File: config.mk
export PLATFORM = sky130hd
export DESIGN_NAME = mux4_rr_arbiter
export DESIGN_NICKNAME = d
export VERILOG_FILES = /design/src/rtl/mux4_rr_arbiter.sv
export SDC_FILE = /design/constraint.sdc
export NUM_CORES = 1
export LEC_CHECK = 0
export CORE_MARGIN = 2
export CORE_UTILIZATION = 34
export DETAILED_ROUTE_END_ITERATION = 6
export GPL_TIMING_DRIVEN = 0
export PLACE_DENSITY = 0.76
export SLEW_MARGIN = 0
export SYNTH_ARGS = -nofsm -noshare
export SYNTH_HDL_FRONTEND = slang
export SYNTH_SLANG_ARGS = --single-unit
File: constraint.sdc
create_clock -name clk -period 1.87 [get_ports clk]
set_input_delay 0.187 -clock clk [delete_from_list [all_inputs] [get_ports clk]]
set_output_delay 0.187 -clock clk [all_outputs]
set_load 0.1 [all_outputs]
File: src/rtl/mux4_rr_arbiter.sv
// mux4_rr_arbiter: round-robin owner of a shared 4:1 mux path with hold-time preemption
module mux4_rr_arbiter #(
    parameter int WIDTH    = 8,
    parameter int MAX_HOLD = 8
) (
    input  logic             clk,
    input  logic             rst_n,
    input  logic [3:0]       req,
    input  logic [WIDTH-1:0] data0,
    input  logic [WIDTH-1:0] data1,
    input  logic [WIDTH-1:0] data2,
    input  logic [WIDTH-1:0] data3,
    output logic [3:0]       gnt,
    output logic [1:0]       sel,
    output logic             busy,
    output logic [WIDTH-1:0] data_out,
    output logic             valid_out,
    output logic             preempt
);
    typedef enum logic {IDLE, GRANT} state_t;
    localparam logic [7:0] LAST = 8'(MAX_HOLD - 1);
    state_t     state;
    logic [1:0] ptr;
    logic [7:0] cnt;
    logic [3:0] mask;
    logic [1:0] win;
    logic       hold;
    // candidates are everyone not currently granted; gnt is zero in IDLE so this is the full req there
    always_comb begin
        mask = req & ~gnt;
        win  = ptr;
        for (int i = 3; i >= 0; i--)
            if (mask[2'(ptr + 2'(i))]) win = ptr + 2'(i);
        hold = (state == GRANT) && req[sel] && !((cnt == LAST) && |mask);
    end
    // ownership state: keep the owner, hand over to the rotation winner, or go idle
    always_ff @(posedge clk or negedge rst_n) begin
        if (!rst_n) begin
            state   <= IDLE;
            gnt     <= '0;
            sel     <= '0;
            busy    <= 1'b0;
            preempt <= 1'b0;
            ptr     <= '0;
            cnt     <= '0;
        end else begin
            preempt <= 1'b0;
            if (hold) begin
                if (|mask || cnt != LAST) cnt <= cnt + 8'd1;
            end else if (|mask) begin
                state   <= GRANT;
                busy    <= 1'b1;
                sel     <= win;
                gnt     <= 4'b1 << win;
                cnt     <= '0;
                ptr     <= win + 2'd1;
                preempt <= (state == GRANT) && req[sel];
            end else begin
                state <= IDLE;
                busy  <= 1'b0;
                gnt   <= '0;
                cnt   <= '0;
            end
        end
    end
    // shared mux path driven by the registered select
    always_comb begin
        data_out  = sel[1] ? (sel[0] ? data3 : data2) : (sel[0] ? data1 : data0);
        valid_out = busy & req[sel];
    end
endmodule
==> results of run 1 <==
==> flip-flops by register name, indices dropped and copies added (netlist names) <==
signal	cells
preempt	1
ptr	2
sel	2
gnt	4
state	1
cnt	8
==> placed cells by master, fill, tap and decap left out, types with 7 or more instances in the layout <==
cell,count
a21oi_1,7
buf_4,7
buf_6,8
clkdlybuf4s50_1,37
dfrtp_1,12
dlygate4sd2_1,7
mux4_2,9
nand2_1,17
nor2_1,13
==> cell usage after synthesis, drive strengths merged, types with 3 or more instances <==
| library cell | number | area [sq um] |
|---|---|---|
| dfrtp | 18 | 450.4 |
| nand2 | 18 | 70.07 |
| nor2 | 13 | 48.80 |
| a21oi | 9 | 56.31 |
| mux4 | 9 | 202.7 |
| nor2b | 4 | 25.02 |
| nand3 | 3 | 20.02 |
| nor3 | 3 | 20.02 |
| o21ai | 3 | 15.01 |
| xnor2 | 3 | 26.28 |
==> layout make-up <==
cell class	instances	area share [%]
Clock buffer	4	1.395
Inverter	3	1.262
Sequential cell	18	24.72
Tap cell	44	2.924
Buffer	2	1.595
Timing Repair Buffer	60	31.56
Multi-Input combinational cell	86	36.54
==> power groups by stage <==
stage,clock [mW],combinational (mW),sequential (mW)
2_1_floorplan,0,1.57,0.994
6_report,0.208,2.72,0.617
5_1_grt,0.230,2.85,0.638
3_3_place_gp,0,2.47,0.615
4_1_cts,0.212,2.55,0.616
3_5_place_dp,0,2.50,0.619
==> path summary, 6_finish.rpt <==
check,start,endpoint,slack [ns],cells after the start
setup / recovery,sel[1],valid_out,-0.04,5
hold reg to reg,gnt[1],gnt[1],0.52,2
setup reg to reg,cnt[7],ptr[0],-0.04,5
min in group clk,gnt[1],gnt[1],0.52,2
max in group asynchronous,rst_n,sel[1],0.96,1
hold / removal,rst_n,gnt[3],0.34,1
==> per-layer routing <==
metal  track usage [%]  vias up  routed length (um)
li1                  -      528                   -
met3             4.622        2                 410
met4             4.863        0                   8
met1             21.84      540                1321
met2             32.18       58                1551
met5                 0        -                   0
==> what timing repair did <==
| item | 4_1_cts | 5_1_grt |
|---|---|---|
| gates resized for setup | 70 | 14 |
| pin swaps | 5 | 3 |
| setup buffers | 3 | 3 |
| setup endpoints to repair | 24 | 15 |
==> critical path, stage by stage (launching register included) <==
cell and delay, ns:
dfrtp_4 0.50, buf_8 0.13, mux4_2 0.44, nand2_4 0.13, clkinv_8 0.06, buf_12 0.16
==> cells by family (layout without fill, tap and decap cells) <==
group / after synthesis / after routing
XOR/XNOR: 4 / 4
adder cells (fa/ha/maj): 1 / 1
flip-flops: 18 / 18
AO/OA/AOI/OAI: 21 / 21
multiplexers: 9 / 9
AND/OR/NAND/NOR: 51 / 51
buffers and inverters: 5 / 69
==> metrics.txt, run 1 <==
wire per inst ~15 um; mux cell area share after synthesis a little under a fifth; fraction of the mapped netlist area in compound gates 12.58%; antenna violations before repair 0; combinational family with the most area after synthesis simple AND/OR/NAND/NOR gates; number of flip-flops and latches in the synthesized netlist 18; signal arrival time at the worst endpoint 1.72 ns; fraction of the mapped netlist area in adder cells between 1 and 1.5%; synthesis-to-layout area growth 67.59%; number of sinks driven by the clock tree 18; static leakage 0.7740 nW; most frequently used flop master after synthesis dfrtp_1; run status finished with violations; Setup TNS Final -0.1055 ns; final antenna-violating net count 0; kind of critical path flop to output port; minimum hold slack between 0.3 and 0.4 ns; number of library cell types mapped by synthesis 36; clock network fraction of design power 5.9%; Total Die Area 3780 sq um; Clock transition at path regs 0.11 ns; Tightest Pin Transition about 0.98 ns; Synth Instances between 100 and 150; total of endpoints with negative setup slack in the final report 4; post-route clock period utilization 102.0%; Total GRT Usage 18.17%; final estimated routing congestion in global placement ~0.8; number of DRC violations after detailed-routing iteration 0 36; DRC violations left 0; Horiz. Die Dim 61.49 um; internal power 1.480 mW; remaining global-route overflow 0; max-cap violations 0; setup repair after global routing missed its margin yes; length of the first detailed-routing pass in iterations 4; deepest clock path buffer count 2; ys async rst share 100.0%; final hold vios 0; Final nets roughly 210; CTS Root Buffer Type clkbuf_4; CP Launch Type flop; Inserted Clock Buffers 3; number of vias after detailed routing 1128; core region area 3103 sq um; DRT Wirelength around 3.3 mm; fraction of final layout cells with drive strength greater than 1 between 20% and 30%; Starting Density a little over a third; diode count 0; maximum number of pins on one net before global-route repair 19; Final Instance Area 1883 sq um; total chip power approximately 3.5 mW; DPL Wire Length about 2.6 mm; switching component of the power 2.062 mW; worst rel slew slack a little over a third; number of top-level pins 55; clock latency of the later-clocked register in the worst-skew pair approximately 0.29 ns; Via-to-Cell Ratio between 5 and 6; wire length of the first global-routing pass approximately 5.1 mm; placed instance area roughly 1800 sq um; number of buffers inserted for hold repair after clock tree synthesis 0; Layout fillers 285; standard-cell rows 20; violations in the final reports setup timing; switching power as a share of total power between 50% and 60%; sequential power share between 10% and 20%; Combinational Power Share about three quarters; average footprint of a synthesized cell around 10 sq um; count of input and output buffers between 50 and 60; Syn. warnings 0; PwrDens approximately 1900 nW/um^2; class of the tightest hold or removal check input pin to async pin; Layout Cells excl Fill 217; cell area after synthesis between 1000 and 1500 sq um; maximum operating frequency between 0.5 and 0.6 GHz; die span in y between 60 and 70 um; endpoint class of the critical path output port; Setup WS post-layout -0.03676 ns; number of H-tree levels 1; xor/xnor share of the synthesized area 3.118%; total nets after synthesis 148; sequential cell area around 470 sq um; largest voltage drop on the vdd net 843.1 uV; Setup Slack @ Placement -0.6669 ns; count of final max-slew check failures 0; via count of the first global-routing pass between 1000 and 1500; critical path data required time 1.68 ns; Finished Core Util approximately three fifths; CTS tree yes; Max Fanout on Critical Path 5; post-layout minimum cycle time between 1.5 and 2 ns; Setup Skew about 0.0065 ns; share of synthesized area occupied by flip-flops and latches about 40%; post-placement cell count around 210; number of enable-type register cells in the synthesized netlist 0; area used by multi-input combinational logic ~700 sq um; post-synthesis share of cell area spent on and, or, nand and nor gates between 20% and 30%
Note: power is estimated with default switching activity, not from simulation.
==> run 2: changes to the inputs <==
--- a/config.mk
+++ b/config.mk
@@ -5,11 +5,13 @@
 export SDC_FILE = /design/constraint.sdc
 export NUM_CORES = 1
 export LEC_CHECK = 0
+export CELL_PAD_IN_SITES_DETAIL_PLACEMENT = 0
+export CELL_PAD_IN_SITES_GLOBAL_PLACEMENT = 2
 export CORE_MARGIN = 2
-export CORE_UTILIZATION = 34
+export CORE_UTILIZATION = 25
 export DETAILED_ROUTE_END_ITERATION = 6
 export GPL_TIMING_DRIVEN = 0
-export PLACE_DENSITY = 0.76
+export PLACE_DENSITY = 0.89
 export SLEW_MARGIN = 0
 export SYNTH_ARGS = -nofsm -noshare
 export SYNTH_HDL_FRONTEND = slang
==> constraint.sdc (replaced) <==
create_clock -name clk -period 2.24 [get_ports clk]
set_input_delay 0.224 -clock clk [delete_from_list [all_inputs] [get_ports clk]]
set_output_delay 0.224 -clock clk [all_outputs]
set_load 0.1 [all_outputs]
==> run 2 against run 1 <==
Net effect: the run now ends clean; power down 22%; sequential share of layout area up 1.3 points; clock skew down 0.0037 ns; clock power up 25%; via count down 2.2%; final cell count up 0.92%; die area up 33%; critical path type unchanged; highest routed layer unchanged.
==> metrics.txt, run 2 (same netlist as run 1, synthesis figures left out) <==
run status finished clean (was finished with violations); wire per inst 16.32 um (was 15.17 um); DRT Wirelength 3.573 mm (was 3.292 mm); post-route clock period utilization 93.96%; Clock transition at path regs 0.07 ns (was 0.11 ns); remaining global-route overflow 0 (unchanged); largest voltage drop on the vdd net 552.4 uV (was 843.1 uV); maximum operating frequency roughly 0.48 GHz; most used cells in the layout excluding fill and tap cells clkdlybuf4s50_1 (45), nand2_1 (17), dfrtp_1 (15) (was clkdlybuf4s50_1 (37), nand2_1 (17), nor2_1 (13)); final hold vios 0 (unchanged); standard-cell rows 24 (was 20); largest registers cnt: 8 flops, gnt: 4 flops (unchanged); maximum number of pins on one net before global-route repair 19 (unchanged); die span in y 71.04 um (was 61.49 um); Horiz. Die Dim 71.04 um (was 61.49 um); end point of the critical path valid_out (unchanged); Final nets 207 (was 213); final antenna-violating net count 0 (unchanged); number of sinks driven by the clock tree 18 (unchanged); setup repair after global routing missed its margin no (was yes); Layout fillers 420 (was 285); max-cap violations 0 (unchanged); number of vias after detailed routing 1103 (was 1128); static leakage 0.7158 nW (was 0.7740 nW); Via-to-Cell Ratio 5.037 (was 5.198); diode count 0 (unchanged); DPL Wire Length 2.926 mm (was 2.563 mm); number of H-tree levels 1 (unchanged); Starting Density 25.80% (was 36.21%); endpoint class of the critical path output port (unchanged); length of the first detailed-routing pass in iterations 6 (was 4); count of input and output buffers 54 (unchanged); kind of critical path flop to output port (unchanged); Tightest Pin Transition 0.9925 ns (was 0.9818 ns); synthesis-to-layout area growth 57.35% (was 67.59%); R2R cell count 5 (unchanged); antenna violations before repair 0 (unchanged); post-layout minimum cycle time 2.105 ns; count of final max-slew check failures 0 (unchanged); worst rel slew slack 33.62% (was 34.81%); total chip power 2.768 mW (was 3.542 mW); Critical Path Start sel[1] (unchanged); fraction of final layout cells with drive strength greater than 1 20.36% (was 28.32%); flip-flop count of the largest register, all copies and words added 8 (unchanged); class of the tightest hold or removal check input pin to async pin (unchanged); number of top-level pins 55 (unchanged); critical path data required time 2.02 ns (was 1.68 ns); Setup TNS Final 0 ns (was -0.1055 ns); start of the worst register-to-register path cnt[5] (was cnt[7]); signal arrival time at the worst endpoint 1.88 ns (was 1.72 ns); clock latency of the later-clocked register in the worst-skew pair 0.25 ns (was 0.29 ns); PwrDens 1566 nW/um^2 (was 1881 nW/um^2); slack of the worst reg-to-reg path 0.25 ns (was -0.04 ns); register containing the most flip-flops in the final layout cnt (unchanged); wire length of the first global-routing pass 5.989 mm (was 5.099 mm); Inserted Clock Buffers 3 (unchanged); leading cell type in the layout, fill and taps excluded clkdlybuf4s50_1 (unchanged); Total GRT Usage 15.25% (was 18.17%); final estimated routing congestion in global placement 0.8183 (was 0.7887); via count of the first global-routing pass 1213 (was 1142); Total Die Area 5047 sq um (was 3780 sq um); DRC violations left 0 (unchanged); number of DRC violations after detailed-routing iteration 0 23 (was 36); deepest clock path buffer count 2 (unchanged); core region area 4354 sq um (was 3103 sq um); CTS tree yes (unchanged); CTS Root Buffer Type clkbuf_8 (was clkbuf_4); total of endpoints with negative setup slack in the final report 0 (was 4); capture instance of the worst register-to-register path ptr[0] (unchanged); Finished Core Util 40.60% (was 60.69%); minimum hold slack 0.4368 ns (was 0.3400 ns); Max Fanout on Critical Path 10 (was 5); CP Launch Type flop (unchanged); Setup Skew 0.002722 ns (was 0.006452 ns)
[run 2: cell type report]
class / count / area [sq um] / area share (%)
Multi-Input combinational cell: 86 / 654.4 / 37.01
Inverter: 3 / 23.77 / 1.345
Timing Repair Buffer: 54 / 498.0 / 28.17
Tap cell: 52 / 65.06 / 3.680
Sequential cell: 18 / 459.2 / 25.97
Buffer: 2 / 12.51 / 0.7077
Clock buffer: 4 / 55.05 / 3.114
[run 2: power breakdown]
part	internal, mW	leakage (nW)	total [mW]	switching [mW]
registers	0.425	0.229	0.501	0.0762
clock network	0.156	0.0288	0.260	0.105
logic	0.526	0.458	2.01	1.48
total	1.11	0.716	2.77	1.66
[run 2: critical path: stages, from the launching register on]
cell      delay, ns
dfrtp_4        0.40
buf_4          0.18
mux4_2         0.56
nand2_4        0.18
clkinv_8       0.07
buf_4          0.23
[run 2: routing by layer]
layer,part of all wire [%],GRT usage (%)
met1,36,16.47
met2,52,29.70
met3,10,4.274
met4,0.87,2.516
met5,0,0
[run 2: how the worst min path moves through the flow]
| stage | startpoint | to | cells after the start |
|---|---|---|---|
| floorplan | rst_n | cnt[0] | 0 |
| global placement | gnt[3] | gnt[3] | 1 |
| detailed placement | gnt[3] | gnt[3] | 1 |
| CTS | rst_n | cnt[4] | 1 |
| global route | rst_n | cnt[4] | 1 |
| finish | rst_n | cnt[4] | 1 |
[run 2: what timing repair did]
action / CTS / global route
hold buffers: 0 / 0
setup buffers: 0 / 0
endpoints found under the setup margin: 9 / 9
gates resized for setup: 30 / 18
[run 2: stage by stage]
stage,setup WS (ns),std cells,area [sq um]
2_1_floorplan,-0.01472,109,1145
3_3_place_gp,-0.4766,215,1750
3_5_place_dp,-0.4526,215,1750
4_1_cts,0.003990,219,1815
5_1_grt,0.04540,219,1768
6_report,0.1353,219,1768
==> run 3: changes to the inputs <==
--- a/config.mk
+++ b/config.mk
@@ -7,8 +7,10 @@
 export LEC_CHECK = 0
 export CELL_PAD_IN_SITES_DETAIL_PLACEMENT = 0
 export CELL_PAD_IN_SITES_GLOBAL_PLACEMENT = 2
+export CORE_ASPECT_RATIO = 1.4
 export CORE_MARGIN = 2
 export CORE_UTILIZATION = 25
+export CTS_CLUSTER_DIAMETER = 30
 export DETAILED_ROUTE_END_ITERATION = 6
 export GPL_TIMING_DRIVEN = 0
 export PLACE_DENSITY = 0.89
==> run 3 against run 2 <==
Net effect: non-clock buffer count did not move; critical endpoint unchanged; combinational power barely moved; maximum frequency fell by 2.8%; critical path type unchanged.
==> metrics.txt, run 3 (same netlist as run 1, synthesis figures left out) <==
final estimated routing congestion in global placement 0.7089 (was 0.8183); minimum hold slack 0.4415 ns (was 0.4368 ns); series of cell instances along the critical path buf_4 -> mux4_2 -> nand2_4 -> clkinv_8 -> clkbuf_4 (was buf_4 -> mux4_2 -> nand2_4 -> clkinv_8 -> buf_4); Clock transition at path regs 0.07 ns (about the same); max-cap violations 0 (unchanged); Total GRT Usage 12.67% (was 15.25%); wire per inst 14.32 um (was 16.32 um); via count of the first global-routing pass 1129 (was 1213); DRC violations left 0 (unchanged); count of input and output buffers 54 (unchanged); Setup Skew 0.001964 ns (was 0.002722 ns); die span in y 83.32 um (was 71.04 um); Inserted Clock Buffers 3 (unchanged); CTS Root Buffer Type clkbuf_8 (unchanged); number of DRC violations after detailed-routing iteration 0 21 (was 23); signal arrival time at the worst endpoint 1.94 ns (was 1.88 ns); clock latency of the later-clocked register in the worst-skew pair 0.25 ns (about the same); largest registers cnt: 8 flops, gnt: 4 flops (unchanged); worst rel slew slack 34.19% (was 33.62%); number of buffers inserted for hold repair after clock tree synthesis 0 (unchanged); Layout fillers 451 (was 420); number of sinks driven by the clock tree 18 (unchanged); PwrDens 1544 nW/um^2 (was 1566 nW/um^2); Final nets 207 (unchanged); register containing the most flip-flops in the final layout cnt (unchanged); standard-cell rows 28 (was 24); Max Fanout on Critical Path 10 (unchanged); setup repair after global routing missed its margin no (unchanged); count of final max-slew check failures 0 (unchanged); length of the first detailed-routing pass in iterations 4 (was 6); total chip power 2.730 mW (was 2.768 mW); largest voltage drop on the vdd net 925.0 uV (was 552.4 uV); Starting Density 26.29% (was 25.80%); flip-flop count of the largest register, all copies and words added 8 (unchanged); number of vias after detailed routing 1057 (was 1103); remaining global-route overflow 0 (unchanged); global routing usage on met3 2.492% (was 4.274%); largest delay contributor family on the critical path multiplexers (unchanged); Setup TNS Final 0 ns (unchanged); placed instance area 1760 sq um (was 1750 sq um); DPL Wire Length 2.655 mm (was 2.926 mm); Total Die Area 5054 sq um (was 5047 sq um); endpoint class of the critical path output port (unchanged); Tightest Pin Transition 0.9841 ns (was 0.9925 ns); CTS tree yes (unchanged); highest cell delay on the worst timing path 0.57 ns (was 0.56 ns); diode count 0 (unchanged); met1 GRT Util 13.32% (was 16.47%); Post CTS Setup Buffer Count 0 (unchanged); wire length of the first global-routing pass 4.905 mm (was 5.989 mm); maximum number of pins on one net before global-route repair 19 (unchanged); area used by multi-input combinational logic 654.4 sq um (unchanged); fraction of final layout cells with drive strength greater than 1 19.76% (was 20.36%); synthesis-to-layout area growth 57.35% (unchanged); final antenna-violating net count 0 (unchanged); CP Launch Type flop (unchanged); class of the tightest hold or removal check input pin to async pin (unchanged); deepest clock path buffer count 2 (unchanged); maximum operating frequency 0.4620 GHz (was 0.4751 GHz); met2 demand-to-capacity share in global routing 24.24% (was 29.70%); leading cell type in the layout, fill and taps excluded clkdlybuf4s50_1 (unchanged); DRT Wirelength 3.250 mm (was 3.573 mm); master of the slowest instance on the critical path mux4_2 (unchanged); final hold vios 0 (unchanged); post-layout minimum cycle time 2.165 ns (was 2.105 ns); total of endpoints with negative setup slack in the final report 0 (unchanged); Finished Core Util 41.36% (was 40.60%); antenna violations before repair 0 (unchanged); Via-to-Cell Ratio 4.656 (was 5.037); most used cells in the layout excluding fill and tap cells clkdlybuf4s50_1 (45), nand2_1 (17), dfrtp_1 (15) (unchanged); run status finished clean (unchanged); critical path data required time 2.02 ns (about the same); core region area 4274 sq um (was 4354 sq um); kind of critical path flop to output port (unchanged); Horiz. Die Dim 60.66 um (was 71.04 um); number of H-tree levels 1 (unchanged); static leakage 0.7096 nW (was 0.7158 nW); Final Instance Area 1768 sq um (unchanged); sequential cell area 459.2 sq um (unchanged); post-route clock period utilization 96.63% (was 93.96%); busiest metal layer after global routing met2 (unchanged); number of buffer and inverter instances along the worst setup path 3 (unchanged); number of top-level pins 55 (unchanged)
-- run 3: worst paths after layout --
path / startpoint / end / slack [ns] / depth (start not counted)
max reg2reg: cnt[5] / ptr[0] / 0.25 / 5
max in group asynchronous: rst_n / sel[1] / 1.21 / 1
min in group clk: gnt[3] / gnt[3] / 0.54 / 1
min reg2reg: gnt[3] / gnt[3] / 0.54 / 1
min: rst_n / cnt[6] / 0.44 / 1
max: sel[1] / valid_out / 0.08 / 5
-- run 3: timing repair --
item / 4_1_cts / 5_1_grt
setup endpoints to repair: 9 / 6
resized for setup: 36 / 11
pin swaps: 0 / 0
-- run 3: through the flow --
step / setup slack (ns) / cells
2_1_floorplan: -0.01472 / 109
3_3_place_gp: -0.4900 / 223
3_5_place_dp: -0.4658 / 223
4_1_cts: 0.002080 / 227
5_1_grt: 0.007953 / 227
6_report: 0.07541 / 227
-- run 3: area by class of cell --
type	instances	area share [%]
multi-input combinational	86	37.01
timing repair buffer	54	28.17
sequential	18	25.97
tap	60	4.246
clock buffer	4	2.548
inverter	3	1.345
buffer	2	0.7077
-- run 3: report_power, final --
part	switching, mW	leakage (nW)	internal [mW]
clock	0.100	0.0228	0.126
combinational	1.48	0.458	0.525
sequential	0.0754	0.229	0.425
total	1.65	0.710	1.08
-- run 3: routing by layer --
metal	routed length, um	share of wire, %
met1	1228	38
met2	1770	54
met3	235	7.2
met4	14	0.43
met5	0	0
